$ cat src/rtl/uart_transmitter_if.sv
// CPU-side register bus for the UART transmitter: store strobe, word select,
// write data and the registered status read-back.
interface uart_transmitter_if;
  logic [1:0]  data_addr;
  logic [31:0] data_in;
  logic        write_enable;
  logic [31:0] data_out;

  modport master (
    output data_addr,
    output data_in,
    output write_enable,
    input  data_out
  );

  modport slave (
    input  data_addr,
    input  data_in,
    input  write_enable,
    output data_out
  );
endinterface

$ cat src/rtl/uart_transmitter.sv
// 8N1 UART transmitter fed by a small byte FIFO, with a memory-mapped
// DATA/STATUS word and a CONTROL word for clearing the sticky overflow flag.
module uart_transmitter #(
  parameter int unsigned CLKS_PER_BIT = 434,
  parameter int unsigned FIFO_DEPTH   = 8
) (
  input  logic               clk,
  input  logic               rst,
  uart_transmitter_if.slave  bus,
  output logic               uart_tx
);

  localparam int unsigned PTR_W = (FIFO_DEPTH > 1) ? $clog2(FIFO_DEPTH) : 1;
  localparam int unsigned CNT_W = 16;
  localparam int unsigned OCC_W = PTR_W + 1;

  typedef enum logic [1:0] {IDLE, START, DATA, STOP} state_t;

  state_t             state;
  logic [7:0]         mem [FIFO_DEPTH];
  logic [PTR_W-1:0]   wr_ptr;
  logic [PTR_W-1:0]   rd_ptr;
  logic [OCC_W-1:0]   count;
  logic               overflow;
  logic [7:0]         shift;
  logic [CNT_W-1:0]   baud_cnt;
  logic [2:0]         bit_idx;

  logic fifo_empty;
  logic fifo_full;
  logic bit_done;
  logic wr_data;
  logic wr_ctrl;
  logic push;
  logic pop;
  logic unused_data;

  assign fifo_empty  = (count == '0);
  assign fifo_full   = (count == OCC_W'(FIFO_DEPTH));
  assign bit_done    = (baud_cnt == CNT_W'(CLKS_PER_BIT - 1));
  assign wr_data     = bus.write_enable && (bus.data_addr == 2'd0);
  assign wr_ctrl     = bus.write_enable && (bus.data_addr == 2'd1);
  // Full is judged before the edge, so a pop on the same edge never frees room.
  assign push        = wr_data && !fifo_full;
  assign pop         = !fifo_empty && ((state == IDLE) || ((state == STOP) && bit_done));
  assign unused_data = ^bus.data_in[31:8];

  always_ff @(posedge clk) begin
    if (push) mem[wr_ptr] <= bus.data_in[7:0];
  end

  // FIFO pointers, occupancy and sticky overflow
  always_ff @(posedge clk or posedge rst) begin
    if (rst) begin
      wr_ptr   <= '0;
      rd_ptr   <= '0;
      count    <= '0;
      overflow <= 1'b0;
    end else begin
      if (push) wr_ptr <= wr_ptr + 1'b1;
      if (pop)  rd_ptr <= rd_ptr + 1'b1;
      count <= count + OCC_W'(push) - OCC_W'(pop);
      if (wr_data && fifo_full)
        overflow <= 1'b1;
      else if (wr_ctrl && bus.data_in[0])
        overflow <= 1'b0;
    end
  end

  // Frame sequencer; uart_tx is registered so the line never glitches
  always_ff @(posedge clk or posedge rst) begin
    if (rst) begin
      state    <= IDLE;
      shift    <= '0;
      baud_cnt <= '0;
      bit_idx  <= '0;
      uart_tx  <= 1'b1;
    end else begin
      case (state)
        IDLE: begin
          uart_tx  <= 1'b1;
          baud_cnt <= '0;
          if (pop) begin
            state   <= START;
            shift   <= mem[rd_ptr];
            uart_tx <= 1'b0;
          end
        end
        START: begin
          if (bit_done) begin
            state    <= DATA;
            baud_cnt <= '0;
            bit_idx  <= '0;
            uart_tx  <= shift[0];
          end else begin
            baud_cnt <= baud_cnt + 1'b1;
          end
        end
        DATA: begin
          if (bit_done) begin
            baud_cnt <= '0;
            if (bit_idx == 3'd7) begin
              state   <= STOP;
              uart_tx <= 1'b1;
            end else begin
              bit_idx <= bit_idx + 1'b1;
              shift   <= shift >> 1;
              uart_tx <= shift[1];
            end
          end else begin
            baud_cnt <= baud_cnt + 1'b1;
          end
        end
        STOP: begin
          if (bit_done) begin
            baud_cnt <= '0;
            if (pop) begin
              state   <= START;
              shift   <= mem[rd_ptr];
              uart_tx <= 1'b0;
            end else begin
              state   <= IDLE;
              uart_tx <= 1'b1;
            end
          end else begin
            baud_cnt <= baud_cnt + 1'b1;
          end
        end
        default: begin
          state   <= IDLE;
          uart_tx <= 1'b1;
        end
      endcase
    end
  end

  // Status word sampled every cycle from the post-edge state
  always_ff @(posedge clk or posedge rst) begin
    if (rst) begin
      bus.data_out <= 32'h0000_0002;
    end else begin
      bus.data_out <= {16'h0000, 8'(count), 4'h0, overflow, fifo_full,
                       fifo_empty, (state != IDLE)};
    end
  end

endmodule

$ cat src/flat_wrapper.sv
// flat-port wrapper written by rule: the top's interface ports become plain ports
module uart_transmitter_flat 
#(
  parameter int unsigned CLKS_PER_BIT = 434,
  parameter int unsigned FIFO_DEPTH   = 8
)
  (clk, rst, uart_tx, bus_data_addr, bus_data_in, bus_write_enable, bus_data_out);
  uart_transmitter_if bus_i ();
  input  logic clk;
  input  logic rst;
  output logic uart_tx;
  input wire logic [$bits(bus_i.data_addr)-1:0] bus_data_addr;
  input wire logic [$bits(bus_i.data_in)-1:0] bus_data_in;
  input wire logic [$bits(bus_i.write_enable)-1:0] bus_write_enable;
  output wire logic [$bits(bus_i.data_out)-1:0] bus_data_out;
  assign bus_i.data_addr = bus_data_addr;
  assign bus_i.data_in = bus_data_in;
  assign bus_i.write_enable = bus_write_enable;
  assign bus_data_out = bus_i.data_out;
  uart_transmitter #(.CLKS_PER_BIT(CLKS_PER_BIT), .FIFO_DEPTH(FIFO_DEPTH)) u_core (.clk(clk), .rst(rst), .bus(bus_i), .uart_tx(uart_tx));
endmodule
$ cat config.mk
export PLATFORM = sky130hd
export DESIGN_NAME = uart_transmitter_flat
export DESIGN_NICKNAME = d
export VERILOG_FILES = /design/src/rtl/uart_transmitter_if.sv /design/src/rtl/uart_transmitter.sv /design/src/flat_wrapper.sv
export SDC_FILE = /design/constraint.sdc
export NUM_CORES = 1
export LEC_CHECK = 0
export CAP_MARGIN = 10
export CORE_MARGIN = 2
export CORE_UTILIZATION = 35
export DETAILED_ROUTE_END_ITERATION = 12
export PLACE_DENSITY = 0.59
export SLEW_MARGIN = 20
export SYNTH_ARGS = -nofsm -noshare
export SYNTH_HDL_FRONTEND = slang
export SYNTH_SLANG_ARGS = --single-unit
$ cat constraint.sdc
create_clock -name clk -period 3.3 [get_ports clk]
set_input_delay 0.66 -clock clk [delete_from_list [all_inputs] [get_ports clk]]
set_output_delay 0.66 -clock clk [all_outputs]
set_load 0.02 [all_outputs]
Yosys cells after proc, flatten, opt, wreduce, memory -nomap -nowiden

Memory sizes are Yosys's and may differ from the RTL's.
Cells that the tools add are included.

Logic and storage cells: 80
Input bits: 37
Bits in writable memories: 64
Output and inout port bits: 33
Bits in registers: 49
Memories kept: 1

Memory list:

| name       | depth | width | read ports | clocked after Yosys merged registers in | wr ports | line                   | RTL |
|---|---|---|---|---|---|---|---|
| u_core.mem | 8     | 8     | 1          | 0                                       | 1        | uart_transmitter.sv:20 | `logic [7:0] mem [FIFO_DEPTH];` |

Reductions and logical operators: 22
Eq/ne operators: 13
Multiplexer cells: 28
Add/subtract/negate cells: 6

Operators by type and width:

| cell                                                                     | count |
|---|---|
| 8-bit two-way mux                                                        | 4 |
| 16-bit case mux with 2 select lines                                      | 1 |
| 8-bit case mux with 3 select lines                                       | 1 |
| 16-bit by 1-bit adder with 16-bit output (second input constant)         | 1 |
| 16-bit by 9-bit equality test with 1-bit output (second input constant)  | 1 |
| 16-bit two-way mux                                                       | 1 |
| 1-bit two-way mux                                                        | 10 |
| 2-bit two-way mux                                                        | 5 |
| 2-bit by 1-bit inequality test with 1-bit output (second input constant) | 5 |
| 3-bit by 1-bit adder with 3-bit output (second input constant)           | 3 |
| 3-bit two-way mux                                                        | 3 |
| 2-bit case mux with 4 select lines                                       | 1 |
| 4-bit AND reduction                                                      | 2 |
| 1-bit logical AND                                                        | 7 |
| 3-bit case mux with 2 select lines                                       | 1 |
| 2-bit nonzero test                                                       | 3 |
| 5-bit AND reduction                                                      | 1 |
| 4-bit by 1-bit adder with 4-bit output                                   | 1 |
| 2-bit by 1-bit equality test with 1-bit output (second input constant)   | 2 |
| 2-bit equality test (second input constant)                              | 2 |
| 4-bit equality test (second input constant)                              | 1 |
| 2-bit logical NOT                                                        | 2 |
| 4-bit logical NOT                                                        | 1 |
| 1-bit case mux with 4 select lines                                       | 1 |
| 8 further kinds                                                          | 9 |

Logic depth before layout (Yosys ltp)

Depth in word-level cells: 7
Depth in mapped cells: 11

Worst setup path after synthesis

Ideal clock, no wire load.

Path type: register to register
From: reg u_core.count[2]
To: reg u_core.count[2]
Arrival: 2.258 ns
Stages on the path, launching flop included: 11
Clock period less this slack: 2.380 ns
Slack: 0.920 ns
Library setup time: 0.123 ns
Buffers on the path: 0
Cells stage by stage: dfrtp_1 -> inv_1 -> ha_1 -> or3b_2 -> inv_1 -> a211oi_4 -> ha_1 -> inv_1 -> ha_1 -> fa_1 -> xor2_1

Elaborated cells between the ends (all ways): 8

RTL lines:

| element                                     | line                   | RTL |
|---|---|---|
| from (decl)                                 | uart_transmitter.sv:23 | `logic [OCC_W-1:0] count;` |
| from (signal assigned)                      | uart_transmitter.sv:62 | `count <= count + OCC_W'(push) - OCC_W'(pop);` |
| 4-bit logical NOT                           | uart_transmitter.sv:38 | `assign fifo_empty = (count == '0);` |
| via u_core.fifo_empty                       | uart_transmitter.sv:29 | `logic fifo_empty;` |
| 1-bit logical NOT                           | uart_transmitter.sv:45 | `assign pop = !fifo_empty && ((state == IDLE) \|\| ((state == STOP) && bit_done));` |
| 1-bit logical AND                           | uart_transmitter.sv:45 |  |
| 4-bit by 1-bit subtractor with 4-bit output | uart_transmitter.sv:62 |  |

The timed path passes the listed nets, and every way through them passes these cells.
A chain may end at the register's enable or synchronous reset.

Worst setup path after layout

From: reg u_core.baud_cnt[1]
To: reg u_core.count[3]

Word-level cells in the longest chain between the ends: 5

Ends and longest elaborated chain:

| element                                         | line                    | RTL |
|---|---|---|
| from (decl)                                     | uart_transmitter.sv:26  | `logic [CNT_W-1:0] baud_cnt;` |
| from (signal assigned)                          | uart_transmitter.sv:96  | `baud_cnt <= baud_cnt + 1'b1;` |
| from (signal assigned)                          | uart_transmitter.sv:111 | `baud_cnt <= baud_cnt + 1'b1;` |
| from (signal assigned)                          | uart_transmitter.sv:126 | `baud_cnt <= baud_cnt + 1'b1;` |
| 16-bit by 9-bit equality test with 1-bit output | uart_transmitter.sv:40  | `assign bit_done = (baud_cnt == CNT_W'(CLKS_PER_BIT - 1));` |
| 1-bit logical AND                               | uart_transmitter.sv:45  |  |
| 1-bit logical OR                                | uart_transmitter.sv:45  |  |
| 1-bit logical AND                               | uart_transmitter.sv:45  |  |
| 4-bit by 1-bit subtractor with 4-bit output     | uart_transmitter.sv:62  |  |

Every way passes these cells.

==> run summary <==
Clk buf depth: 2
Row Count: 44
Full die area: 0.0156 sq mm
Tot GR Track Use: 12.5%
Sw Ratio: 24.8%
Register area share after synthesis: 61.8%
F_max: 0.382 GHz
Yosys reg bits: 113
Resize count post-CTS: 0
PD cells: 639 mW/mm^2
Synthesized area: 0.00510 sq mm
Setup bufs post-CTS: 0
WHS: 0.378 ns
Ant diodes: 0
CP required: 3.64 ns
Mean post-synth cell area: 14.6 sq um
Number of global-route vias before repair: 2,873
Area grow syn2layout: 18.7%
Worst Path Max Fanout: 9
Leak: 2.42 nW
CTS hold repair buffers: 0
Met2 Wirelength: 4410 um
Fillers: 1,306
Tightest Hold Check Type: reg2reg
Io pins: 70
Wl on met1: 3870 um
RePlAce Congestion: 0.685
CTS tree: built
Sequential power share: 43.5%
First-pass GRT wire length: 14,700 um
Slew Viols, Final: 0
Setup TNS: 0 ns
Largest net degree at the start of global routing: 50
Cell variety after synth: 45
Share of layout cells above drive strength 1: 19.7%
DRC: 0
Worst skew pair latency: 0.41 ns
Total CTS buffers: 17
DRT Pass-1 Iters: 6
RSZ-0062 raised after global routing: false
Via count: 2,740
Post-Synthesis Cells: 349
CP startpoint kind: flop
Hold EP: u_core.bus.data_out[10]
Max layer used: met4
Via/cell ratio: 4.68
Clk pwr share: 46.0%
Relative slew slack: 44.5%
R2R setup slack: 0.68 ns
P_sw: 960 uW
DRT iter0 DRCs: 123
H-tree levels: 4
Fin. Hold Viols: 0
Clock Pin Slew Worst Setup and Hold Paths: 0.05 ns
Top cell type's share of synthesized area: 37.7%
CP startpoint: u_core.baud_cnt[1]
WS Path Type: reg2reg
CORE AREA: 0.0144 sq mm
RR Startpoint: u_core.baud_cnt[1]
# nets final: 445
Initial antenna violation count: 0
Int Pwr: 2.91 mW
Final Core Density: 42.1%
Root Driver: clkbuf_16
Top area cells in the synthesized netlist: edfxtp_1 (38%), dfrtp_1 (23%), mux4_2 (7.1%)
GR Overflow Total: 0
DRT Wirelength: 8770 um
Worst Hold Launch: u_core.count[2]
Reg2reg path depth: 11
Dominant cell type by area after synthesis: edfxtp_1
Final min period: 2.62 ns
Critical Path AT: 2.96 ns
Max cap viols: 0
VDD IR-drop max: 0.462 mV
Clk sinks: 113
ANT nets after route: 0
Fin crit share: 79.4%
Metal3 WL: 301 um
Final total power: 3.87 mW
Worst Clk Skew: 0.00659 ns
Vert. Die Dim: 125 um
Worst R2R End: u_core.count[3]
Initial Util: 35.5%
Chip Width: 125 um
Worst Setup End Kind: flop
DP HPWL: 5640 um
PortBufs: 21
Worst slew pin tran: 0.831 ns
Hold depth: 0
Outcome: complete, no violations
Yosys warnings: 0
DR WL/cell: 15.0 um
# setup viols final: 0
Logic pwr share: 10.5%
-- placed cells by master, fill, tap and decap left out, types with 3 or more instances in the layout --
cell             count
inv_6                3
nor2_1              30
mux2_4               8
edfxtp_1            64
nor3_1               5
nand2b_1             3
clkbuf_16           17
and3_1               3
ha_1                18
nand4_1              3
mux4_2              16
inv_1               14
a22o_1               5
nand2_1             23
clkdlybuf4s50_1     21
mux2i_1              8
buf_4                9
xnor2_1              8
dfrtp_1             46
nand3_1              7
clkinvlp_4           3
xor2_1              12
a21oi_1              5
conb_1              24
clkinv_4             4
clkinv_2             4
o21ai_0             12
-- area by class of cell --
| type | instances | area [sq um] | share of cell area [%] |
|---|---|---|---|
| Tap cell | 184 | 230 | 3.80 |
| Clock inverter | 15 | 159 | 2.62 |
| Timing Repair Buffer | 30 | 278 | 4.59 |
| Inverter | 15 | 57.6 | 0.950 |
| Sequential cell | 113 | 3150 | 52.0 |
| Clock buffer | 17 | 425 | 7.02 |
| Multi-Input combinational cell | 212 | 1750 | 29.0 |
-- cell families after synthesis --
kind of cell | share of synthesized area, %
simple gates | 8.78
mux | 11.7
other cells | 0.0735
flops | 61.8
xor+xnor | 3.43
compound gates | 3.95
buf+inv | 5.52
fa+ha+maj | 4.81
-- registers in the layout, indices dropped and copies added, names as in the netlist --
name and cells:
u_core.baud_cnt 16, u_core.shift 8, u_core.overflow 1, u_core.bit_idx 3
u_core.count 4, u_core.wr_ptr 3, u_core.uart_tx 1, u_core.rd_ptr 3
u_core.bus.data_out 8, u_core.mem 64, u_core.state 2
-- power by group through the flow --
stage,sequential [mW],combinational (mW),clock [mW]
final,1.68,0.407,1.78
after global routing,1.70,0.454,1.87
after CTS,1.68,0.418,1.81
after detailed placement,1.71,0.418,0
after global placement,1.70,0.399,0
after floorplan,1.73,0.244,0
-- worst max-delay path: stages, from the launching register on --
cell and delay, ns:
dfrtp_1 0.40, inv_1 0.07, ha_1 0.15, nor4b_4 0.24, nand4_4 0.21, a211oi_4 0.44, ha_1 0.21, inv_1 0.06
ha_1 0.27, a21o_1 0.15, a21oi_1 0.19, xor2_1 0.15
-- routing by layer --
layer	GRT usage [%]	up-vias
met5	0	-
met4	7.14	0
met3	3.87	13
met2	20.3	55
met1	14.7	1375
li1	-	1297
-- cell usage after synthesis (all sizes together) --
| master | n |
|---|---|
| a211oi | 2 |
| nand2 | 23 |
| nand3 | 8 |
| nand2b | 3 |
| o21ai | 14 |
| and3 | 3 |
| nor2 | 30 |
| nand4 | 4 |
| dfstp | 2 |
| and2 | 1 |
| o21bai | 1 |
| nor3 | 5 |
| fa | 1 |
| nor2b | 1 |
| buf | 29 |
| a21oi | 5 |
| mux2 | 11 |
| nor3b | 1 |
| a22o | 5 |
| xnor2 | 8 |
| edfxtp | 64 |
| clkbuf | 3 |
| ha | 18 |
| nor4 | 1 |
| and4 | 1 |
| dfrtp | 47 |
| or3 | 1 |
| nor4b | 1 |
| mux4 | 16 |
| conb | 1 |
| inv | 15 |
| or3b | 1 |
| mux2i | 8 |
| xor2 | 12 |
| a21o | 2 |
| a32oi | 1 |
-- metrics by stage --
step | instance area, sq um | cells | worst slack, ns
final | 6060 | 586 | 0.679
after global routing | 6060 | 586 | 0.494
after CTS | 6050 | 586 | 0.631
after detailed placement | 5470 | 554 | 0.629
after global placement | 5470 | 554 | 0.687
after floorplan | 5190 | 372 | 0.920
-- how the worst max path moves through the flow --
stage | slack, ns | end | cells after the start
floorplan | 0.92 | u_core.count[2] | 10
global placement | 0.69 | u_core.mem[1][5] | 6
detailed placement | 0.63 | u_core.mem[1][5] | 6
CTS | 0.63 | u_core.count[3] | 11
global route | 0.49 | u_core.count[3] | 11
finish | 0.68 | u_core.count[3] | 11
Note: power is estimated with default switching activity, not from simulation.
==> variant: new RTL, same flow settings <==
`FIFO_DEPTH` is set to 8 in 2 places; all go to 16.
--- a/src/rtl/uart_transmitter.sv
+++ b/src/rtl/uart_transmitter.sv
@@ -4,3 +4,3 @@
   parameter int unsigned CLKS_PER_BIT = 434,
-  parameter int unsigned FIFO_DEPTH   = 8
+  parameter int unsigned FIFO_DEPTH   = 16
 ) (
--- a/src/flat_wrapper.sv
+++ b/src/flat_wrapper.sv
@@ -4,3 +4,3 @@
   parameter int unsigned CLKS_PER_BIT = 434,
-  parameter int unsigned FIFO_DEPTH   = 8
+  parameter int unsigned FIFO_DEPTH   = 16
 )
Check against the original RTL: same outputs for any inputs over 10 cycles, from zero or initial values and one cycle with rst high; that may be too few to reach the edited logic, so the function may still have changed.
==> variant against the unedited design <==
- first-iteration DRC count increased by 89%
- sequential power increased by 59%
- clock power increased by 15%
- total power increased by 36%
- cell area increased by 49%
- core utilization decreased by 1.2 points
- routed wire length increased by 61%
- global-route usage increased by 0.32 points
- setup slack got worse by 0.38 ns
- final cell count increased by 40%
- sequential cell count increased by 68
- area after synthesis increased by 55%
- critical endpoint is now u_core.count[4]
- largest cell class unchanged
==> variant: results (changes against the unedited design) <==
metric	value	unit	change
EDFF count, synth	128		+100%
Met1 Wirelength	6560	microns	+70%
first-pass GRT wire length	23180	microns	+58%
register area share after synthesis	65.43	%	+3.7 points
Leak Pwr	3.304	nW	+36%
r2r setup slk	0.30	ns	-0.38 ns
signal buffers share of area	3.551	%	-1.0 points
top post-synthesis cells by count	edfxtp_1 (128), dfrtp_1 (51), nand2_1 (24), nor2_1 (24), buf_4 (23)		
IO buf count	22		+4.8%
CP arrival	3.31	ns	+0.35 ns
#MultiIn Comb	279		+32%
met3 routed WL	405	microns	+35%
met3 Use GR	3.362	%	-0.50 points
post-DP HPWL	9292	microns	+65%
dominant cells by area after synthesis	edfxtp_1 (49%), dfrtp_1 (16%), mux4_1 (6.0%)		
footprint of the multi-input gates	2494	sq um	+42%
share of layout cells above drive strength 1	14.21	%	-5.4 points
FF-to-FF path depth	16		+5
Nets	588		+32%
# clock sinks	181		+60%
Synth top area share	48.62	%	+11 points
Clock transition at path regs	0.08	ns	+0.03 ns
ClkCell Share	6.825	%	-2.8 points
Non-clk bufs	32		+6.7%
status	finished clean		
Netlist cell types	56		+24%
GRT Resource Usage Total	12.80	%	+0.32 points
[variant: cell types whose count changed after synthesis, sizes merged, moves of 4 or more]
| cell | before | now |
|---|---|---|
| mux4 | 16 | 28 |
| a22oi | 0 | 7 |
| nor2 | 30 | 24 |
| edfxtp | 64 | 128 |
| dfrtp | 47 | 51 |
| nand3 | 8 | 12 |
| o21ai | 14 | 9 |
| mux2 | 11 | 18 |
| a32oi | 1 | 5 |
| buf | 29 | 33 |
| and2 | 1 | 17 |
[variant: report_power, final]
group | leakage, nW | internal, W | switching (W)
clock | 0.295 | 0.00104 | 0.00101
sequential | 1.80 | 0.00257 | 0.0000936
combinational | 1.21 | 0.000246 | 0.000305
total | 3.30 | 0.00386 | 0.00141
[variant: metrics by stage]
stage / hold slack (ns) / power, W / area [sq um] / cells
finish: 0.4133 / 0.005270 / 9020 / 822
global route: 0.4382 / 0.005491 / 9020 / 822
CTS: 0.4166 / 0.005324 / 9020 / 822
detailed placement: 0.3962 / 0.003276 / 8404 / 790
global placement: 0.3820 / 0.003248 / 8404 / 790
floorplan: 0.3744 / 0.003082 / 7988 / 516
[variant: logic make-up (layout without fill, tap and decap cells)]
logic type	count (synthesis)	after routing	synth area share, %
AO/OA/AOI/OAI	47	47	4.400
multiplexers	55	55	12.54
XOR/XNOR	22	22	2.437
AND/OR/NAND/NOR	110	110	7.503
adder cells (fa/ha/maj)	22	22	3.577
buffers and inverters	56	82	4.068
flip-flops	181	181	65.43
other	1	23	0.04744
[variant: worst max path at each step]
stage,end,slack [ns],depth (start not counted)
4_1_cts,u_core.count[4],0.26,16
6_report,u_core.count[4],0.30,16
2_1_floorplan,u_core.count[4],0.55,16
3_5_place_dp,u_core.mem[10][1],0.29,6
3_3_place_gp,u_core.count[4],0.31,16
5_1_grt,u_core.count[4],0.05,16
